==> src/rtl/imem_loader.sv <==
// imem_loader: streams a length-prefixed, checksummed program into instruction memory,
// pads the remainder with FILL_BYTE and releases the CPU only after a verified load.
module imem_loader #(
    parameter int ADDR_WIDTH = 8,
    parameter int DATA_WIDTH = 8,
    parameter int MEM_DEPTH = 256,
    parameter logic [DATA_WIDTH-1:0] FILL_BYTE = '0
) (
    input  logic                  clk,
    input  logic                  rst,
    input  logic                  start,
    input  logic                  in_valid,
    input  logic [DATA_WIDTH-1:0] in_byte,
    output logic                  in_ready,
    output logic                  wr_en,
    output logic [ADDR_WIDTH-1:0] wr_addr,
    output logic [DATA_WIDTH-1:0] wr_data,
    output logic                  busy,
    output logic                  done,
    output logic                  error,
    output logic                  cpu_hold
);
    localparam int CW = ADDR_WIDTH + 1;
    localparam int LW = DATA_WIDTH > CW ? DATA_WIDTH : CW;
    localparam logic [LW-1:0] DEPTH = LW'(MEM_DEPTH);
    localparam logic [2:0] S_IDLE = 3'd0;
    localparam logic [2:0] S_LEN  = 3'd1;
    localparam logic [2:0] S_DATA = 3'd2;
    localparam logic [2:0] S_CSUM = 3'd3;
    localparam logic [2:0] S_FILL = 3'd4;
    localparam logic [2:0] S_DONE = 3'd5;
    localparam logic [2:0] S_ERR  = 3'd6;

    logic [2:0]            state;
    logic [LW-1:0]         len;
    logic [CW-1:0]         cnt;
    logic [DATA_WIDTH-1:0] sum;
    logic                  accept;
    logic [LW-1:0]         cnt_inc;
    logic [LW-1:0]         len_in;

    assign accept  = in_valid && in_ready;
    assign cnt_inc = LW'(cnt) + LW'(1);
    assign len_in  = LW'(in_byte);

    // cnt is one bit wider than the address so a full-depth image ends at MEM_DEPTH, not 0
    always_ff @(posedge clk) begin
        if (rst) begin
            state    <= S_IDLE;
            in_ready <= 1'b0;
            wr_en    <= 1'b0;
            wr_addr  <= '0;
            wr_data  <= '0;
            busy     <= 1'b0;
            done     <= 1'b0;
            error    <= 1'b0;
            cpu_hold <= 1'b1;
            len      <= '0;
            cnt      <= '0;
            sum      <= '0;
        end else begin
            wr_en <= 1'b0;
            case (state)
                S_IDLE, S_DONE, S_ERR: begin
                    if (start) begin
                        state    <= S_LEN;
                        in_ready <= 1'b1;
                        busy     <= 1'b1;
                        cpu_hold <= 1'b1;
                        done     <= 1'b0;
                        error    <= 1'b0;
                        cnt      <= '0;
                        sum      <= '0;
                    end
                end
                S_LEN: begin
                    if (accept) begin
                        len <= len_in;
                        if (len_in > DEPTH) begin
                            state    <= S_ERR;
                            in_ready <= 1'b0;
                            busy     <= 1'b0;
                            error    <= 1'b1;
                        end else begin
                            state <= (len_in == '0) ? S_CSUM : S_DATA;
                        end
                    end
                end
                S_DATA: begin
                    if (accept) begin
                        wr_en   <= 1'b1;
                        wr_addr <= cnt[ADDR_WIDTH-1:0];
                        wr_data <= in_byte;
                        cnt     <= cnt + 1'b1;
                        sum     <= sum + in_byte;
                        if (cnt_inc == len) state <= S_CSUM;
                    end
                end
                S_CSUM: begin
                    if (accept) begin
                        in_ready <= 1'b0;
                        if (in_byte != sum) begin
                            state <= S_ERR;
                            busy  <= 1'b0;
                            error <= 1'b1;
                        end else if (LW'(cnt) == DEPTH) begin
                            state    <= S_DONE;
                            busy     <= 1'b0;
                            done     <= 1'b1;
                            cpu_hold <= 1'b0;
                        end else begin
                            state   <= S_FILL;
                            wr_en   <= 1'b1;
                            wr_addr <= cnt[ADDR_WIDTH-1:0];
                            wr_data <= FILL_BYTE;
                            cnt     <= cnt + 1'b1;
                        end
                    end
                end
                S_FILL: begin
                    if (LW'(cnt) == DEPTH) begin
                        state    <= S_DONE;
                        busy     <= 1'b0;
                        done     <= 1'b1;
                        cpu_hold <= 1'b0;
                    end else begin
                        wr_en   <= 1'b1;
                        wr_addr <= cnt[ADDR_WIDTH-1:0];
                        wr_data <= FILL_BYTE;
                        cnt     <= cnt + 1'b1;
                    end
                end
                default: begin
                    state    <= S_IDLE;
                    in_ready <= 1'b0;
                    busy     <= 1'b0;
                    cpu_hold <= 1'b1;
                end
            endcase
        end
    end
endmodule

==> config.mk <==
export PLATFORM = sky130hd
export DESIGN_NAME = imem_loader
export DESIGN_NICKNAME = d
export VERILOG_FILES = /design/src/rtl/imem_loader.sv
export SDC_FILE = /design/constraint.sdc
export NUM_CORES = 1
export LEC_CHECK = 0
export ABC_AREA = 1
export CELL_PAD_IN_SITES_DETAIL_PLACEMENT = 0
export CELL_PAD_IN_SITES_GLOBAL_PLACEMENT = 2
export CORE_MARGIN = 1
export CORE_UTILIZATION = 31
export CTS_CLUSTER_SIZE = 14
export DETAILED_ROUTE_END_ITERATION = 8
export HOLD_SLACK_MARGIN = 0.08
export PLACE_DENSITY = 0.81
export SLEW_MARGIN = 15
export SYNTH_ARGS = -nofsm -noshare
export SYNTH_HDL_FRONTEND = slang
export SYNTH_SLANG_ARGS = --single-unit
==> constraint.sdc <==
create_clock -name clk -period 2.35 [get_ports clk]
set_input_delay 0.3525 -clock clk [delete_from_list [all_inputs] [get_ports clk]]
set_output_delay 0.3525 -clock clk [all_outputs]
set_load 0.01 [all_outputs]
==> results by group <==
Outcome
  – Status: complete, but fails checks
  – Failing checks: design-rule violations

Placed design
  – Place WS: -0.1228 ns
  – Routability cong.: approximately 0.9
  – I/O Buffers: 33
  – Placed Area: 0.003458 mm^2
  – Detail Placement HPWL: 5836 um
  – Dpl cells: between 500 and 600

Yosys
  – Seq cells post-synth: 50
  – Dominant cell type by area after synthesis: dfxtp_1
  – Syn_area_per_cell: 6.948 um^2
  – EDFF count, synth: 0
  – Cells after Synth: 412
  – Mapped Nets: 435
  – Post-synthesis cell area: 0.002863 mm^2
  – Synth warn: 0
  – Number of distinct library cells after synthesis: 39
  – Synth area leaders: dfxtp_1, nand2_1, a21oi_1
  – Area share of the leading cell type in the synthesized netlist: 34.97%
  – Most common library cells after synthesis: nand2_1, dfxtp_1, a21oi_1
  – Top-count cell post-synth: nand2_1
  – Ys async rst share: 0%
  – Post-synthesis sequential area ratio: a little over a third
  – Ys flop type: dfxtp_1

Routing
  – First-pass DRT Iterations: 6
  – DR vias: 2,707
  – ANT nets after route: 0
  – Final WL: 7592 um
  – DRC viols: 3
  – Via density: 4.708
  – Initial DRC count: approximately 110
  – Routed WL per cell: 13.20 um

Power and ir drop
  – Sequential power share: about 34%
  – Switch share: 40.91%
  – Worst vdd rail ir drop: roughly 0.0004 V
  – Clock network power share: 17.6%
  – Leakage: 1.531 nW
  – Combinational share of power: about half
  – Sw power: 1.306 mW
  – Total power: 3.192 mW
  – Pwr per Cell Area: 897.3 mW/mm^2
  – Cell internal pwr: approximately 1.9 mW

Final layout
  – Antenna cells: 0
  – Fin util: 40.20%
  – Layout Cells excl Fill: around 580
  – Final Cell Area: 0.003557 mm^2
  – Number of fill cells in the layout: 951
  – Fraction of layout cells with a size suffix above 1: 12.42%
  – Fin nets: 489
  – Area growth syn-to-layout: 24.26%

Worst setup path
  – Critical path's top delay family: simple AND/OR/NAND/NOR gates
  – Crit Path Category: input port to flop
  – CP Cell Sequence: clkdlybuf4s50_1, ha_1, nor4_1, nand3b_1, nand2_1, nand2_2, nor2_8, buf_12, o21ai_0, a21oi_1
  – Setup crit start kind: input port
  – Critical-path top delay cell: clkdlybuf4s50_1
  – Crit path largest cell delay: 0.44 ns
  – Worst setup EP type: flop
  – Worst path arrival time: 2.40 ns
  – WP buf/inv: 2
  – Worst path required time: about 2.6 ns
  – CP max FO: 16

Clock tree
  – Max H-tree Level: 2
  – Setup bufs post-CTS: 0
  – CTS tree: done
  – Clk_lat worst skew: 0.31 ns
  – PostCTS Resize Cnt: 0
  – Inserted Clock Buffers: 5
  – CTS clock-pin slew for the worst setup and hold paths: 0.10 ns
  – CTS sink count: 50
  – # hold bufs at CTS: 0
  – Worst-case clock buffer depth: 2
  – CTS Root Buffer Type: clkbuf_8

Job
  – Maxcap violations: 0

Global route
  – GRT Overall Usage: 17.06%
  – Vias in the first global route: about 2,700
  – Pin count of the biggest net entering global routing: 28
  – GRT Residual Overflow: 0
  – Antenna violations before repair: 0
  – First-pass GRT wire length: 13,050 um

Floorplan
  – Starting Density: 32.35%
  – Die footprint: 0.009623 mm^2
  – Horiz. Die Dim: 98.10 um
  – CORE AREA: 0.008848 mm^2
  – IO Pins: 34
  – Rows: 34
  – Die Ht: between 90 and 100 um

Worst hold path
  – Min-delay worst type: flop to flop

STA
  – RSZ-0062 raised after global routing: no
  – Final setup vio count: 0
  – Slew HR: 50.29%
  – Hold Vio Cnt, Final: 0
  – Worst Tran Pin Value: 0.7423 ns
  – Final Max Slew Viols: 0
  – Layout Skew: 0.01053 ns
  – Final worst slack: 0.1951 ns
  – Peak Freq: 0.4641 GHz
  – Tmin final: between 2 and 2.5 ns
  – Final Cycle Share: 91.70%
## per-stage QoR
step | setup TNS [ns] | hold WS [ns]
floorplan | 0 | 0.4447
global placement | -0.6727 | 0.4532
detailed placement | -1.542 | 0.4582
CTS | 0 | 0.4756
global route | 0 | 0.4959
finish | 0 | 0.4697
## path summary, 6_finish.rpt
kind | cells past startpoint | slack, ns | startpoint | end
setup / recovery | 10 | 0.20 | in_byte[1] | wr_addr[2]
hold / removal | 2 | 0.47 | sum[4] | sum[4]
setup reg to reg | 9 | 0.33 | sum[1] | wr_addr[2]
hold reg to reg | 2 | 0.47 | sum[4] | sum[4]
## sequential cells by signal, indices dropped and copies added, names as in the netlist
register  cells
wr_en         1
in_ready      1
state         3
len           8
wr_data       8
busy          1
done          1
cnt           9
sum           8
error         1
cpu_hold      1
wr_addr       8
## metal layers
| layer | track usage [%] | share of wire [%] | wire length, um | vias up |
|---|---|---|---|---|
| met1 | 22.31 | 50 | 3768 | 1202 |
| met3 | 2.863 | 2.9 | 217 | 10 |
| met4 | 5.711 | 1.7 | 129 | 0 |
| met2 | 28.44 | 46 | 3476 | 44 |
| met5 | 0 | 0 | 0 | - |
| li1 | - | - | - | 1451 |
## placed cells by master, fill, tap and decap left out, types with 6 or more instances in the layout
cell type,n
nand3_1,30
inv_1,48
nand3_2,6
a21oi_1,49
o21ai_0,19
nor2_1,31
dfxtp_1,50
ha_1,9
nand2_1,108
clkdlybuf4s50_1,33
buf_4,23
clkbuf_8,6
## worst register-to-register path: stages, from the launching register on
cell	delay, ns
dfxtp_1	0.41
ha_1	0.27
nor4_1	0.28
nand3b_1	0.17
nand2_1	0.13
nand2_2	0.12
nor2_8	0.20
buf_12	0.17
o21ai_0	0.07
a21oi_1	0.15
## power groups by stage
| stage | registers [mW] | clock network, mW | logic [mW] |
|---|---|---|---|
| 2_1_floorplan | 1.14 | 0 | 0.953 |
| 3_3_place_gp | 1.11 | 0 | 1.55 |
| 3_5_place_dp | 1.11 | 0 | 1.55 |
| 4_1_cts | 1.10 | 0.588 | 1.56 |
| 5_1_grt | 1.12 | 0.623 | 1.73 |
| 6_report | 1.09 | 0.561 | 1.54 |
## cells by family (layout without fill, tap and decap cells)
family / Yosys count / count (layout) / synth area share, %
AND/OR/NAND/NOR: 204 / 204 / 34.00
AO/OA/AOI/OAI: 80 / 80 / 14.69
adder cells (fa/ha/maj): 11 / 11 / 5.332
flip-flops: 50 / 50 / 34.97
XOR/XNOR: 4 / 4 / 1.705
buffers and inverters: 63 / 118 / 9.309
## layout make-up
type,instances,area (um^2),area share (%)
multi-input cells,299,1595,44.85
flip-flops and latches,50,1001,28.14
repair buffers,57,523.0,14.70
inverters,53,203.9,5.733
well taps,108,135.1,3.799
clock buffers,6,82.58,2.321
clock inverters,2,16.27,0.4573
(Power assumes the default switching activity.)
